--- src/rtl/rf_pkg.sv ---
// rf_pkg: shared constants, select-width helper and select type for
// the parametrised register file (rf_param, rf_read_port).
package rf_pkg;

  localparam int RF_WIDTH_D  = 16;
  localparam int RF_DEPTH_D  = 8;
  localparam int RF_NUM_RD_D = 2;

  // Select width for a given register count; never below one bit.
  function automatic int rf_selw(input int depth);
    return (depth < 2) ? 1 : $clog2(depth);
  endfunction

  typedef logic [rf_selw(RF_DEPTH_D)-1:0] rf_sel_t;

endpackage

--- src/rtl/rf_read_port.sv ---
// rf_read_port: one combinational read port of rf_param.
// Ports: sel (register select), regs (flattened storage),
// bypassValid/bypassSel/bypassData (in-flight write), data (read value).
// With RF_BYPASS_EN defined, a matching in-flight write is forwarded.
module rf_read_port
  import rf_pkg::*;
#(
  parameter int WIDTH    = RF_WIDTH_D,
  parameter int DEPTH    = RF_DEPTH_D,
  parameter int ZERO_REG = 0,
  parameter int SELW     = rf_selw(DEPTH)
) (
  input  logic [SELW-1:0]        sel,
  input  logic [DEPTH*WIDTH-1:0] regs,
  input  logic                   bypassValid,
  input  logic [SELW-1:0]        bypassSel,
  input  logic [WIDTH-1:0]       bypassData,
  output logic [WIDTH-1:0]       data
);

  always_comb begin
    // Only selects below DEPTH can match, so
    // out-of-range reads fall through as zero.
    data = '0;
    for (int r = 0; r < DEPTH; r++) begin
      if (sel == SELW'(r)) begin
        data = regs[r*WIDTH +: WIDTH];
      end
    end
    if (ZERO_REG != 0 && sel == '0) begin
      data = '0;
    end
`ifdef RF_BYPASS_EN
    // bypassValid already excludes dropped
    // and out-of-range writes.
    if (bypassValid && bypassSel == sel) begin
      data = bypassData;
    end
`endif
  end

`ifndef RF_BYPASS_EN
  logic unusedBypass;
  assign unusedBypass = ^{bypassValid, bypassSel, bypassData};
`endif

endmodule

--- src/rtl/rf_param.sv ---
// rf_param: DEPTH x WIDTH register file, NUM_RD combinational read
// ports, one write port, registered out-of-range write error flag.
// Ports: clk, rst (sync, active low), readRegSel/readData (flattened
// per port), writeRegSel, writeData, writeEn, enable, err.
// Optional write-to-read bypass: define RF_BYPASS_EN.
module rf_param
  import rf_pkg::*;
#(
  parameter int WIDTH    = RF_WIDTH_D,
  parameter int DEPTH    = RF_DEPTH_D,
  parameter int NUM_RD   = RF_NUM_RD_D,
  parameter int ZERO_REG = 0,
  parameter int SELW     = rf_selw(DEPTH)
) (
  input  logic                    clk,
  input  logic                    rst,
  input  logic [NUM_RD*SELW-1:0]  readRegSel,
  output logic [NUM_RD*WIDTH-1:0] readData,
  input  logic [SELW-1:0]         writeRegSel,
  input  logic [WIDTH-1:0]        writeData,
  input  logic                    writeEn,
  input  logic                    enable,
  output logic                    err
);

  localparam logic [SELW:0] DEPTH_V = (SELW+1)'(DEPTH);

  logic [DEPTH*WIDTH-1:0] regs;
  logic inRange;
  logic isZero;
  logic writeHit;
  logic bypassValid;

  assign inRange  = {1'b0, writeRegSel} < DEPTH_V;
  assign isZero   = (ZERO_REG != 0) && (writeRegSel == '0);
  assign writeHit = enable && writeEn && inRange && !isZero;
  assign bypassValid = rst && writeHit;

  always_ff @(posedge clk) begin
    if (!rst) begin
      regs <= '0;
      err  <= 1'b0;
    end else if (enable) begin
      err <= writeEn && !inRange;
      for (int r = 0; r < DEPTH; r++) begin
        if (writeHit && writeRegSel == SELW'(r)) begin
          regs[r*WIDTH +: WIDTH] <= writeData;
        end
      end
    end
  end

  for (genvar p = 0; p < NUM_RD; p++) begin : gRead
    rf_read_port #(
      .WIDTH   (WIDTH),
      .DEPTH   (DEPTH),
      .ZERO_REG(ZERO_REG),
      .SELW    (SELW)
    ) uPort (
      .sel        (readRegSel[p*SELW +: SELW]),
      .regs       (regs),
      .bypassValid(bypassValid),
      .bypassSel  (writeRegSel),
      .bypassData (writeData),
      .data       (readData[p*WIDTH +: WIDTH])
    );
  end

endmodule

--- config.mk ---
export PLATFORM = sky130hd
export DESIGN_NAME = rf_param
export DESIGN_NICKNAME = d
export VERILOG_FILES = /design/src/rtl/rf_pkg.sv /design/src/rtl/rf_read_port.sv /design/src/rtl/rf_param.sv
export SDC_FILE = /design/constraint.sdc
export NUM_CORES = 1
export LEC_CHECK = 0
export CORE_MARGIN = 2
export CORE_UTILIZATION = 28
export DETAILED_ROUTE_END_ITERATION = 12
export REMOVE_ABC_BUFFERS = 1
export SLEW_MARGIN = 20
export SYNTH_ARGS = -nofsm -noshare
export SYNTH_HDL_FRONTEND = slang
export SYNTH_SLANG_ARGS = --single-unit
--- constraint.sdc ---
create_clock -name clk -period 1.5 [get_ports clk]
set_clock_uncertainty 0.05 [all_clocks]
set_input_delay 0.225 -clock clk [delete_from_list [all_inputs] [get_ports clk]]
set_output_delay 0.225 -clock clk [all_outputs]
set_load 0.01 [all_outputs]
---- After elaboration in Yosys (flattened, before gate mapping) ----
Cells that the tools add are included.
storage, ports and cells
  register bits after elaboration ......... 128
  input bits .............................. 29
  output and inout bits ................... 33
  logic and storage cells ................. 65
cells by class
  eq/ne operators ......................... 21
  multiplexer cells ....................... 16
  reduce and logical (&&, ||, !) cells .... 20
operators with widths
  cell                count
  $mux 16             16
  $eq 3x3->1 const B  12
  $eq 3x2->1 const B  6
  $reduce_and 2->1    8
  $eq 3x1->1 const B  3
  $logic_and 1x1->1   9
  $logic_not 3->1     3

---- Depth between registers and ports, before layout ----
Gate-level depths: netlist (run 1).
  depth after elaboration ................. 9
  mapped depth ............................ 6
  gate-level depth less buffers ........... 3

---- Hierarchy ----
A second synthesis (run 1) with hierarchy kept.
unflattened totals
  cell total of the unflattened synthesis .. 820
  area total of the unflattened synthesis .. 7,373.3 µm²
by module, submodules not included
  module        times used  cells an instance  area an instance (µm²)  seq. area each (µm²)
  rf_param      1           442                4,648.2                 2,562.5
  rf_read_port  2           189                1,362.6                 0.0

---- Least setup slack after synthesis (run 1) ----
OpenSTA, ideal clock, no wires.
  path type ............................... input port to output port
  from .................................... in readRegSel[4]
  to ...................................... out readData[22]
  arrival time ............................ 1.345 ns
  data required time ...................... 1.225 ns
  path slack .............................. -0.120 ns
  cell stages on the path ................. 4
  path buffers ............................ 2
  cell sequence ........................... clkbuf_1 -> clkbuf_1 -> mux4_2 -> mux2_2
between the ends
  word-level cells in the longest chain between the ends .. 9
  elaborated cells between the ends (all ways) .. 16
  those cells by class .................... eq/ne (7); mux (8); reduce/logical (1)
RTL lines
  item                  line                source
  start: declaration    rf_param.sv:17      input logic [NUM_RD*SELW-1:0] readRegSel,
  $logic_not 3->1       rf_read_port.sv:26  if (sel == SELW'(r)) begin
  $mux 16 (7 in a row)  rf_read_port.sv:26
  $mux 16 (*)           rf_read_port.sv:26
  end: declaration      rf_param.sv:18      output logic [NUM_RD*WIDTH-1:0] readData,
Mark *: on every way between the ends. The rest lies on a longest branch, timed or not.

---- Final worst setup path (run 1) ----
  from .................................... reg regs[3]
  to ...................................... out readData[19]
between the ends
  word-level cells in the longest chain between the ends .. 8
RTL lines
  item                              line                source
  start: declaration                rf_param.sv:28      logic [DEPTH*WIDTH-1:0] regs;
  start signal: indexed assignment  rf_param.sv:47      regs[r*WIDTH +: WIDTH] <= writeData;
  $mux 16 (8 in a row)              rf_read_port.sv:26
No other way between the ends.

==> results of run 1 <==
-- through the flow --
stage               util [%]  setup WS [ns]  total power, W
global placement        35.1          -1.09         0.00469
detailed placement      35.1          -1.04         0.00470
CTS                     38.9         -0.435         0.00902
floorplan                  -         -0.378         0.00391
global route            39.2         -0.452         0.00925
finish                  39.2         -0.423         0.00899
-- worst max-delay path: stages, from the launching register on --
cell	delay [ns]
sky130_fd_sc_hd__dfxtp_2	0.33
sky130_fd_sc_hd__mux4_2	0.46
sky130_fd_sc_hd__mux2_4	0.30
sky130_fd_sc_hd__buf_6	0.13
-- synth_stat cells --
library cell	number	area, um2
sky130_fd_sc_hd__o32ai_1	1	8.76
sky130_fd_sc_hd__buf_2	19	95.1
sky130_fd_sc_hd__buf_6	4	45.0
sky130_fd_sc_hd__nand2b_1	3	18.8
sky130_fd_sc_hd__mux2_2	44	495
sky130_fd_sc_hd__mux4_2	9	203
sky130_fd_sc_hd__buf_4	5	37.5
sky130_fd_sc_hd__and2_1	1	6.26
sky130_fd_sc_hd__or2_2	1	6.26
sky130_fd_sc_hd__inv_1	1	3.75
sky130_fd_sc_hd__nor3_1	1	5.00
sky130_fd_sc_hd__nor2_1	2	7.51
sky130_fd_sc_hd__nand3b_1	1	7.51
sky130_fd_sc_hd__a22o_1	1	8.76
sky130_fd_sc_hd__nand3_1	129	646
sky130_fd_sc_hd__clkbuf_1	77	289
sky130_fd_sc_hd__nor2b_1	3	18.8
sky130_fd_sc_hd__nor3b_2	1	12.5
sky130_fd_sc_hd__buf_1	6	22.5
sky130_fd_sc_hd__mux2i_1	16	160
sky130_fd_sc_hd__a21boi_1	11	82.6
sky130_fd_sc_hd__nand2_1	2	7.51
sky130_fd_sc_hd__a21boi_0	117	878
sky130_fd_sc_hd__a21o_1	13	97.6
sky130_fd_sc_hd__o21ai_0	129	646
sky130_fd_sc_hd__a22oi_1	26	195
sky130_fd_sc_hd__a32oi_1	13	114
sky130_fd_sc_hd__conb_1	1	3.75
sky130_fd_sc_hd__and3b_1	1	8.76
sky130_fd_sc_hd__and3_1	1	6.26
sky130_fd_sc_hd__mux4_1	27	709
sky130_fd_sc_hd__dfxtp_1	128	2560
-- worst paths after layout --
check	startpoint	to	cells after the start
worst max-delay path	regs[3]	readData[19]	3
worst min-delay path	rst	regs[31]	3
worst max register to register	regs[39]	regs[39]	3
worst min register to register	regs[17]	regs[17]	2
-- routing by layer --
layer | wire, um | track usage (%) | up-vias
met3 | 1610 | 3.49 | 53
met1 | 11300 | 25.1 | 3431
met4 | 879 | 7.87 | 0
met2 | 12500 | 30.5 | 271
li1 | - | - | 3184
met5 | 0 | 0 | -
-- power by group through the flow --
stage | Sequential (W) | Combinational (W) | Clock [W]
2_1_floorplan | 0.00354 | 0.000378 | 0
3_3_place_gp | 0.00354 | 0.00115 | 0
3_5_place_dp | 0.00354 | 0.00116 | 0
4_1_cts | 0.00347 | 0.00127 | 0.00428
5_1_grt | 0.00348 | 0.00135 | 0.00442
6_report | 0.00347 | 0.00129 | 0.00423
-- cells by family after synthesis --
group	after synthesis	share of synthesized area [%]
muxes	96	21.2
DFF	128	34.6
other	1	0.0506
AOI/OAI and AO/OA	311	27.4
and+or+nand+nor	146	10.1
buffers and inverters	112	6.65
-- area by class of cell --
cell class	count	area share, %
Multi-Input combinational cell	554	44.8
Clock buffer	18	4.21
Tap cell	335	4.11
Inverter	1	0.0368
Clock inverter	13	1.63
Timing Repair Buffer	195	19.4
Sequential cell	128	25.7
-- what timing repair did --
item | 4_1_cts | 5_1_grt
setup endpoints to repair | 32 | 32
pin swaps | 25 | 19
resized for setup | 288 | 31
buffers inserted | 8 | 3
cloned | 6 | 0
hold buffers | 0 | 0
==> results.py, run 1 <==
metrics = {
    "run_status": {
        "status": "finished with violations",
        "failing_checks": "negative setup slack",
    },
    "logic_synthesis": {
        "sequential_fraction_of_the_synthesis_area_pct": 34.6,
        "synthesis.area_um2": 7410,
        "postSynthCellCount": 794,
        "synthesis.area_per_instance_um2": 9.33,
        "postSynthRegisterBits": 128,
        "ys.warnings.count": 0,
        "post_synthesis_cell_type_count": 32,
    },
    "power": {
        "share_seq_of_total_power_pct": 38.6,
        "net-switching-power_w": 0.00237,
        "p_int_w": 0.00663,
        "p_comb_share_pct": 14.3,
        "powerDensity_nw_per_um2": 882,
        "power.static_leakage_nw": 3.69,
        "clock_group_share_of_total_power_pct": 47.0,
        "ir_drop_v": 0.000758,
        "power.switching_fraction_pct": 26.3,
    },
    "global_route": {
        "first_global_vias": 7107,
        "grt_util_all_layers_pct": 19.0,
        "number_of_antenna_violations_at_the_first_check_in_global_routing": 0,
        "grt_first_pass_wirelength_um": 41700,
        "grt_max_degree": 78,
        "gr-total-overflow": 0,
    },
    "setup_path": {
        "ff2ff_setup_slack_ns": 0.62,
        "worst_setup_path_end_kind": "output pin",
        "kind_of_start_point_of_the_critical_path": "register",
        "required_ns": 1.22,
        "path_class": "reg -> out",
        "arrival_time_of_data_at_the_critical_path_endpoint_ns": 1.65,
        "crit_fanout": 3,
    },
    "timing": {
        "timing.setup.tns_ns": -10.50,
        "final.hold.worst_slack_ns": 0.253,
        "final_hold_violations": 0,
        "finalWorstPathRequiredPeriod_ns": 1.92,
        "min_period_over_period_pct": 128,
        "timing.final.setup_violations": 32,
        "fin_ws_ns": -0.423,
        "rsz0062_at_grt": "true",
        "timing_max_transition_violations_final": 0,
        "fmaxAchievable_ghz": 0.520,
    },
    "clock_network": {
        "worst_setup_hold_path_clk_slew_ns": 0.07,
        "cts.root.buffer_cell": "sky130_fd_sc_hd__clkbuf_16",
        "cts_sinks": 128,
        "cts_buffers": 17,
        "cts_tree": "done",
        "h-tree-depth": 4,
        "insertion_delay_ns": 0.41,
        "number_of_buffers_on_the_longest_clock_path": 2,
    },
    "floorplan": {
        "core_region_area_um2": 26000,
        "initial_core_util_pct": 28.5,
        "die_h_um": 167,
        "floorplan.rows": 59,
        "full_die_area_um2": 27800,
        "design.portCount": 62,
        "fp.dieW_um": 167,
    },
    "placed_design": {
        "port_buffers": 60,
        "place_area_um2": 9130,
        "place_hpwl_um": 14600,
        "finalWeightedCongestion": 0.772,
        "numPlacedInstances": 1199,
    },
    "routing": {
        "route.final.wire_length_um": 26300,
        "post_drt_wl_per_cell_um": 21.1,
        "drc": 0,
        "route.detailed.vias_per_inst": 5.58,
        "route.vias.total": 6939,
        "drt_iter0_markers": 602,
        "ant_nets": 0,
        "drt-pass1-iter-count": 5,
    },
    "cells_and_area": {
        "multi_input_area_um2": 4570,
        "design_area_um2": 10200,
        "reg.largest.list": "regs: 128 flops",
        "mostFrequentLayoutCells": "sky130_fd_sc_hd__o21ai_0 (129), sky130_fd_sc_hd__nand3_1 (128), sky130_fd_sc_hd__a21boi_0 (117)",
        "final.fill_count": 2547,
        "most_common_cell_after_layout_fill_and_taps_aside": "sky130_fd_sc_hd__o21ai_0",
        "regMostFlops": "regs",
        "final_nets": 926,
        "antenna_cells": 0,
        "share_of_layout_cells_above_drive_strength_1_pct": 41.1,
        "instances_no_fill": 1244,
        "largest_register_ffs": 128,
        "sequential_cell_area_um2": 2620,
        "synthToLayoutAreaGrowth_pct": 37.6,
    },
    "worst_hold_path": {
        "hold_path.class": "in -> reg",
    },
    "flow_run": {
        "max_cap_viol_count": 0,
    },
}
Note: power is estimated with default switching activity, not from simulation.
==> inputs of run 2 (changes only) <==
--- a/config.mk
+++ b/config.mk
@@ -7,9 +7,9 @@
 export LEC_CHECK = 0
 export CORE_MARGIN = 2
 export CORE_UTILIZATION = 28
+export CTS_CLUSTER_DIAMETER = 100
 export DETAILED_ROUTE_END_ITERATION = 12
 export REMOVE_ABC_BUFFERS = 1
-export SLEW_MARGIN = 20
 export SYNTH_ARGS = -nofsm -noshare
 export SYNTH_HDL_FRONTEND = slang
 export SYNTH_SLANG_ARGS = --single-unit
==> results of run 2 <==
Final layout, timing and power as in run 1 (identical DEF).
==> inputs of run 3 (changes only) <==
--- a/config.mk
+++ b/config.mk
@@ -9,6 +9,7 @@
 export CORE_UTILIZATION = 28
 export CTS_CLUSTER_DIAMETER = 100
 export DETAILED_ROUTE_END_ITERATION = 12
+export GPL_ROUTABILITY_DRIVEN = 0
 export REMOVE_ABC_BUFFERS = 1
 export SYNTH_ARGS = -nofsm -noshare
 export SYNTH_HDL_FRONTEND = slang
==> results of run 3 <==
Final layout, timing and power as in run 1 (identical DEF).
